<file path="config.mk">
export PLATFORM = sky130hd
export DESIGN_NAME = memory_stage
export DESIGN_NICKNAME = d
export VERILOG_FILES = /design/src/rtl/srv1_mem_pkg.sv /design/src/rtl/memory_stage_output_adj.sv /design/src/rtl/memory_stage.sv
export SDC_FILE = /design/constraint.sdc
export NUM_CORES = 1
export LEC_CHECK = 0
export CORE_ASPECT_RATIO = 0.9
export CORE_UTILIZATION = 25
export CTS_CLUSTER_SIZE = 10
export DETAILED_ROUTE_END_ITERATION = 16
export GPL_TIMING_DRIVEN = 0
export MAX_ROUTING_LAYER = met4
export SYNTH_ARGS = -nofsm -noshare
export SYNTH_HDL_FRONTEND = slang
export SYNTH_SLANG_ARGS = --single-unit
</file>
<file path="constraint.sdc">
create_clock -name clk -period 3.2 [get_ports clk]
set_clock_uncertainty 0.05 [all_clocks]
set_input_delay 0.64 -clock clk [delete_from_list [all_inputs] [get_ports clk]]
set_output_delay 0.64 -clock clk [all_outputs]
set_load 0.03 [all_outputs]
</file>
<file path="src/rtl/srv1_mem_pkg.sv">
// Shared types and constants for the memory stage.
// Contents: FSM state enum, ctr_word bit indices, access-size codes,
//           writeback operand payload struct, misalignment helper.
package srv1_mem_pkg;

    localparam int unsigned CTR_WE  = 0;
    localparam int unsigned CTR_MRD = 3;
    localparam int unsigned CTR_MWR = 4;

    localparam logic [1:0] SZ_BYTE = 2'd0;
    localparam logic [1:0] SZ_HALF = 2'd1;
    localparam logic [1:0] SZ_WORD = 2'd2;

    typedef enum logic {
        IDLE = 1'b0,
        BUS  = 1'b1
    } state_t;

    // Writeback operands carried through the pipeline register.
    typedef struct packed {
        logic [2:0]  ctr;
        logic [2:0]  fn3;
        logic [4:0]  rd;
        logic [31:0] alu;
        logic [29:0] inc_pc;
        logic [19:0] imm;
    } wb_op_t;

    // Half at an odd offset, or word (size codes 2 and 3) at any nonzero offset.
    function automatic logic is_misaligned(input logic [1:0] size, input logic [1:0] offset);
        return ((size == SZ_HALF) && offset[0]) || (size[1] && (offset != 2'b00));
    endfunction

endpackage

</file>
<file path="src/rtl/memory_stage_output_adj.sv">
// Store-side data formatter: little-endian register value to big-endian bus lanes.
// Ports: i_store_data (rs2 value), i_size (funct3[1:0]), i_offset (byte address [1:0])
//        -> o_wdata (lane-replicated big-endian data), o_be (byte enables, [3] = offset 0).
module output_adj
    import srv1_mem_pkg::*;
(
    input  logic [31:0] i_store_data,
    input  logic [1:0]  i_size,
    input  logic [1:0]  i_offset,
    output logic [31:0] o_wdata,
    output logic [3:0]  o_be
);

    logic [7:0]  w_b;
    logic [15:0] w_h;

    assign w_b = i_store_data[7:0];
    assign w_h = i_store_data[15:0];

    // Data is replicated on every lane so the enables alone select the target bytes.
    always_comb begin
        o_wdata = '0;
        o_be    = '0;
        case (i_size)
            SZ_BYTE: begin
                o_wdata = {4{w_b}};
                o_be    = 4'b1000 >> i_offset;
            end
            SZ_HALF: begin
                o_wdata = {w_h[7:0], w_h[15:8], w_h[7:0], w_h[15:8]};
                o_be    = i_offset[1] ? 4'b0011 : 4'b1100;
            end
            default: begin
                o_wdata = {i_store_data[7:0], i_store_data[15:8],
                           i_store_data[23:16], i_store_data[31:24]};
                o_be    = 4'b1111;
            end
        endcase
    end

endmodule

</file>
<file path="src/rtl/memory_stage.sv">
// Memory stage: issues load/store transactions on a big-endian req/ack data bus,
// stalls execute while a transaction is outstanding, and registers writeback operands.
// Ports: clk/rst (sync active-high); execute-side inputs (valid_in, ctr_word_in, fn3_in,
//        rd_addr_in, alu_in, store_data_in, inc_pc_in, u_type_imm_in); stall_out;
//        bus_req/bus_we/bus_addr/bus_wdata/bus_be out, bus_ack/bus_rdata in;
//        writeback outputs (ctr_word_out ... u_type_imm_out).
// Optional: define MISALIGN_TRAP_EN to add misalign_exc and suppress misaligned accesses.
module memory_stage
    import srv1_mem_pkg::*;
#(
    parameter int unsigned ADDR_W = 30
) (
    input  logic              clk,
    input  logic              rst,
    input  logic              valid_in,
    input  logic [4:0]        ctr_word_in,
    input  logic [2:0]        fn3_in,
    input  logic [4:0]        rd_addr_in,
    input  logic [31:0]       alu_in,
    input  logic [31:0]       store_data_in,
    input  logic [29:0]       inc_pc_in,
    input  logic [19:0]       u_type_imm_in,
    output logic              stall_out,
    output logic              bus_req,
    output logic              bus_we,
    output logic [ADDR_W-1:0] bus_addr,
    output logic [31:0]       bus_wdata,
    output logic [3:0]        bus_be,
    input  logic              bus_ack,
    input  logic [31:0]       bus_rdata,
    output logic [2:0]        ctr_word_out,
    output logic [2:0]        fn3_out,
    output logic [4:0]        rd_addr_out,
    output logic [31:0]       memory_data_out,
    output logic [31:0]       alu_out,
    output logic [29:0]       inc_pc_out,
    output logic [19:0]       u_type_imm_out
`ifdef MISALIGN_TRAP_EN
    ,
    output logic              misalign_exc
`endif
);

    state_t      r_state;
    wb_op_t      r_wb;
    logic [31:0] r_mem_data;

    logic        w_mem_op;
    logic        w_is_store;
    logic        w_misalign;
    logic        w_issue;
    logic [31:0] w_fmt_wdata;
    logic [3:0]  w_fmt_be;
    wb_op_t      w_wb_in;

    // Both mem-read and mem-write set is treated as a store.
    assign w_mem_op   = valid_in & (ctr_word_in[CTR_MRD] | ctr_word_in[CTR_MWR]);
    assign w_is_store = ctr_word_in[CTR_MWR];

`ifdef MISALIGN_TRAP_EN
    assign w_misalign = is_misaligned(fn3_in[1:0], alu_in[1:0]);
`else
    assign w_misalign = 1'b0;
`endif

    assign w_issue = w_mem_op & ~w_misalign;

    assign w_wb_in = '{ctr:    ctr_word_in[2:0],
                       fn3:    fn3_in,
                       rd:     rd_addr_in,
                       alu:    alu_in,
                       inc_pc: inc_pc_in,
                       imm:    u_type_imm_in};

    output_adj u_output_adj (
        .i_store_data (store_data_in),
        .i_size       (fn3_in[1:0]),
        .i_offset     (alu_in[1:0]),
        .o_wdata      (w_fmt_wdata),
        .o_be         (w_fmt_be)
    );

    // Stall holds execute from the issue cycle until the ack cycle.
    always_comb begin
        stall_out = 1'b0;
        case (r_state)
            IDLE:    stall_out = w_issue;
            BUS:     stall_out = ~bus_ack;
            default: stall_out = 1'b0;
        endcase
    end

    // Bus FSM and writeback pipeline register.
    always_ff @(posedge clk) begin
        if (rst) begin
            r_state    <= IDLE;
            bus_req    <= 1'b0;
            bus_we     <= 1'b0;
            bus_addr   <= '0;
            bus_wdata  <= '0;
            bus_be     <= '0;
            r_wb       <= '0;
            r_mem_data <= '0;
`ifdef MISALIGN_TRAP_EN
            misalign_exc <= 1'b0;
`endif
        end else begin
`ifdef MISALIGN_TRAP_EN
            misalign_exc <= 1'b0;
`endif
            case (r_state)
                IDLE: begin
                    if (w_issue) begin
                        bus_req    <= 1'b1;
                        bus_we     <= w_is_store;
                        bus_addr   <= ADDR_W'(alu_in[31:2]);
                        bus_wdata  <= w_is_store ? w_fmt_wdata : 32'h0;
                        bus_be     <= w_is_store ? w_fmt_be : 4'b1111;
                        r_wb       <= '0;
                        r_mem_data <= '0;
                        r_state    <= BUS;
                    end else if (valid_in && !w_mem_op) begin
                        r_wb       <= w_wb_in;
                        r_mem_data <= '0;
                    end else begin
                        // Idle cycle or suppressed misaligned access: bubble.
                        r_wb       <= '0;
                        r_mem_data <= '0;
`ifdef MISALIGN_TRAP_EN
                        misalign_exc <= w_mem_op;
`endif
                    end
                end
                BUS: begin
                    if (bus_ack) begin
                        bus_req    <= 1'b0;
                        r_mem_data <= bus_rdata;
                        r_wb       <= w_wb_in;
                        r_state    <= IDLE;
                    end else begin
                        r_wb       <= '0;
                        r_mem_data <= '0;
                    end
                end
                default: r_state <= IDLE;
            endcase
        end
    end

    assign ctr_word_out    = r_wb.ctr;
    assign fn3_out         = r_wb.fn3;
    assign rd_addr_out     = r_wb.rd;
    assign alu_out         = r_wb.alu;
    assign inc_pc_out      = r_wb.inc_pc;
    assign u_type_imm_out  = r_wb.imm;
    assign memory_data_out = r_mem_data;

endmodule

</file>
==> flow_summary.ini <==
[floorplan]
fp.coreArea_um2 = 24260
rows = 54
start_util = 0.2554
ios = 357
dieArea_um2 = 25410
die_h_um = 151.3
die_w_um = 167.9

[clocking]
cts_setup_buffers = 0
cts.sinks = 194
holdBufCountCts = 0
clk_latency_ns = 0.42
cts_tree = built
cts_buffer_depth = 2
numCtsBuffers = 17
root_buffer = clkbuf_16
cts_max_level = 4
clk_pin_slew_ns = 0.08

[global_routing]
grt_max_degree = 24
grt.total_usage = 0.1722
met2_usage = 0.2913
grt_pass1_wl_um = 31410
met3_usage = 0.06402
use_met1 = 0.1915
grt_busiest_layer = met2
antenna_found_initial = 2
grt_pass1_vias = 5195
overflow = 0

[route]
drt_first_pass_iters = 4
drt-total-wl_um = 21630
avgRoutedWirePerCell_um = 16.77
vias = 5493
drc = 0
antenna_left = 0
avgViaCountPerCell = 4.258
drt_iter0_drc = 218

[critical_path]
endpoint_kind = primary output
startpoint_type = primary input
crit_arrival_ns = 2.08
r2r_slack_ns = 1.14
worstSetupPathType = primary input to primary output
cp_max_fo = 9
cp.required_ns = 2.51

[layout]
final_area_um2 = 10780
final_common_cell = clkdlybuf4s50_1
area_growth_pct = 74.01
final_nets = 1130
layout-drive-gt1-share = 0.05408
mostFrequentLayoutCells = 354 x clkdlybuf4s50_1, 194 x dfxtp_1, 125 x and2_1
utilization = 0.4444
fillCellCount = 2364

[synthesis]
yosys.area.top_type = dfxtp_1
synth_compound_area_frac = 0.1277
yosys.cell_types.count = 24
syn-num-nets = 757
synth-xor-area-share = 0
synth_top_area_share = 0.6269
synth_top_family_by_area = simple AND/OR/NAND/NOR gates
ys_seq_area_frac = 0.6269
synth.avg_cell_area_um2 = 10.43
ys_ff_latch = 194
yosys_warnings = 0
ys_top_cells_by_area = dfxtp_1 63%, and2_1 13%, a21oi_1 4.3%, o21ai_0 3.9%, a32o_1 2.6%
synth-simple-area-share = 0.2002
synth_mux_area_frac = 0.01454
syn_area_um2 = 6195
synthCells = 594
synthAdderAreaFrac = 0

[job]
drv_cap = 0

[run_status]
status = complete, no violations

[place]
io_buffer_count = 355
place_area_um2 = 10130
routabilityCongestion = 0.7688
detailedPlacementHpwl_um = 16550

[sta]
period_share = 0.8656
period_needed_ns = 2.770
rsz0062_at_grt = no
max_slew_margin = 0.5644
tightest_slew_ns = 0.6534
fmax_mhz = 361.0
drv_slew = 0
finalHoldViolations = 0
setup_viol = 0

[pwr]
power_density_nw_per_um2 = 523.1
irDropWorstVdd_v = 0.0003476
power.leakage_uw = 0.004014

[min_path]
hp-class = flop to flop
final timing paths:
path | startpoint | endpoint | cells after the start
worst min register to register | bus_req$_SDFFE_PP0P_ | bus_req$_SDFFE_PP0P_ | 2
worst min-delay path | bus_req$_SDFFE_PP0P_ | bus_req$_SDFFE_PP0P_ | 2
worst max-delay path | valid_in | stall_out | 6
worst max register to register | r_state$_SDFF_PP0_ | alu_out[1]$_SDFF_PP0_ | 5
power breakdown:
part           switching, uW  internal (uW)
Sequential              34.3           2500
Clock                   1170           1100
Combinational            424            409
Yosys cell counts:
library cell / number
a211o_1: 8
a211oi_1: 4
a21oi_1: 53
a21oi_2: 2
a32o_1: 16
and2_1: 125
and3b_1: 1
buf_1: 6
buf_2: 1
buf_4: 1
clkbuf_1: 32
clkbuf_2: 7
dfxtp_1: 194
mux2_2: 8
nand2_1: 21
nand2b_1: 20
nand3_1: 30
nand3b_1: 1
nor2_1: 4
nor2b_1: 9
o21ai_0: 48
o21bai_1: 1
or2_2: 1
or4b_1: 1
flip-flops by register name, indices dropped and copies added (netlist names), 3 cells and up:
signal and cells:
ctr_word_out 3, memory_data_out 32, rd_addr_out 5, alu_out 32, bus_wdata 32, bus_addr 30, inc_pc_out 30, u_type_imm_out 20
bus_be 4, fn3_out 3
cells by family after synthesis:
logic type / after synthesis
flops: 194
mux: 8
compound gates: 132
simple gates: 213
buf+inv: 47
what timing repair did:
item / in CTS / in global routing
cloned: 0 / 0
resized for setup: 1 / 1
endpoints found under the setup margin: 1 / 1
worst max-delay path, stage by stage:
cell and delay (ns):
clkdlybuf4s50_1 0.53, nor2b_1 0.14, clkbuf_2 0.25, nand2_1 0.13, nand2_1 0.07, dlymetal6s2s_1 0.31
layer usage:
| metal | share of wire | routed length [um] |
|---|---|---|
| met5 | 0 | 0 |
| met3 | 0.087 | 1877 |
| met4 | 0.012 | 250 |
| met1 | 0.41 | 8957 |
| met2 | 0.49 | 10550 |
through the flow:
stage,hold slack [ns],setup WS [ns],std cells,total power [uW],setup TNS [ns]
floorplan,0.4698,1.116,594,2960,0
global placement,0.3964,-0.2417,1257,3431,-0.2417
detailed placement,0.4014,-0.2391,1257,3435,-0.2391
CTS,0.4125,0.003198,1288,5723,0
global route,0.4298,0.3214,1290,5880,0
finish,0.4077,0.4300,1290,5639,0
cell type report:
class	count	area, um^2	area share
Timing Repair Buffer	355	3556	0.3299
Tap cell	308	385.4	0.03575
Sequential cell	194	3884	0.3603
Buffer	46	187.7	0.01741
Clock buffer	17	425.4	0.03947
Antenna cell	2	5.005	0.0004643
Multi-Input combinational cell	353	2121	0.1967
Clock inverter	15	215.2	0.01997
No activity file was read; power rests on OpenSTA's default activity.
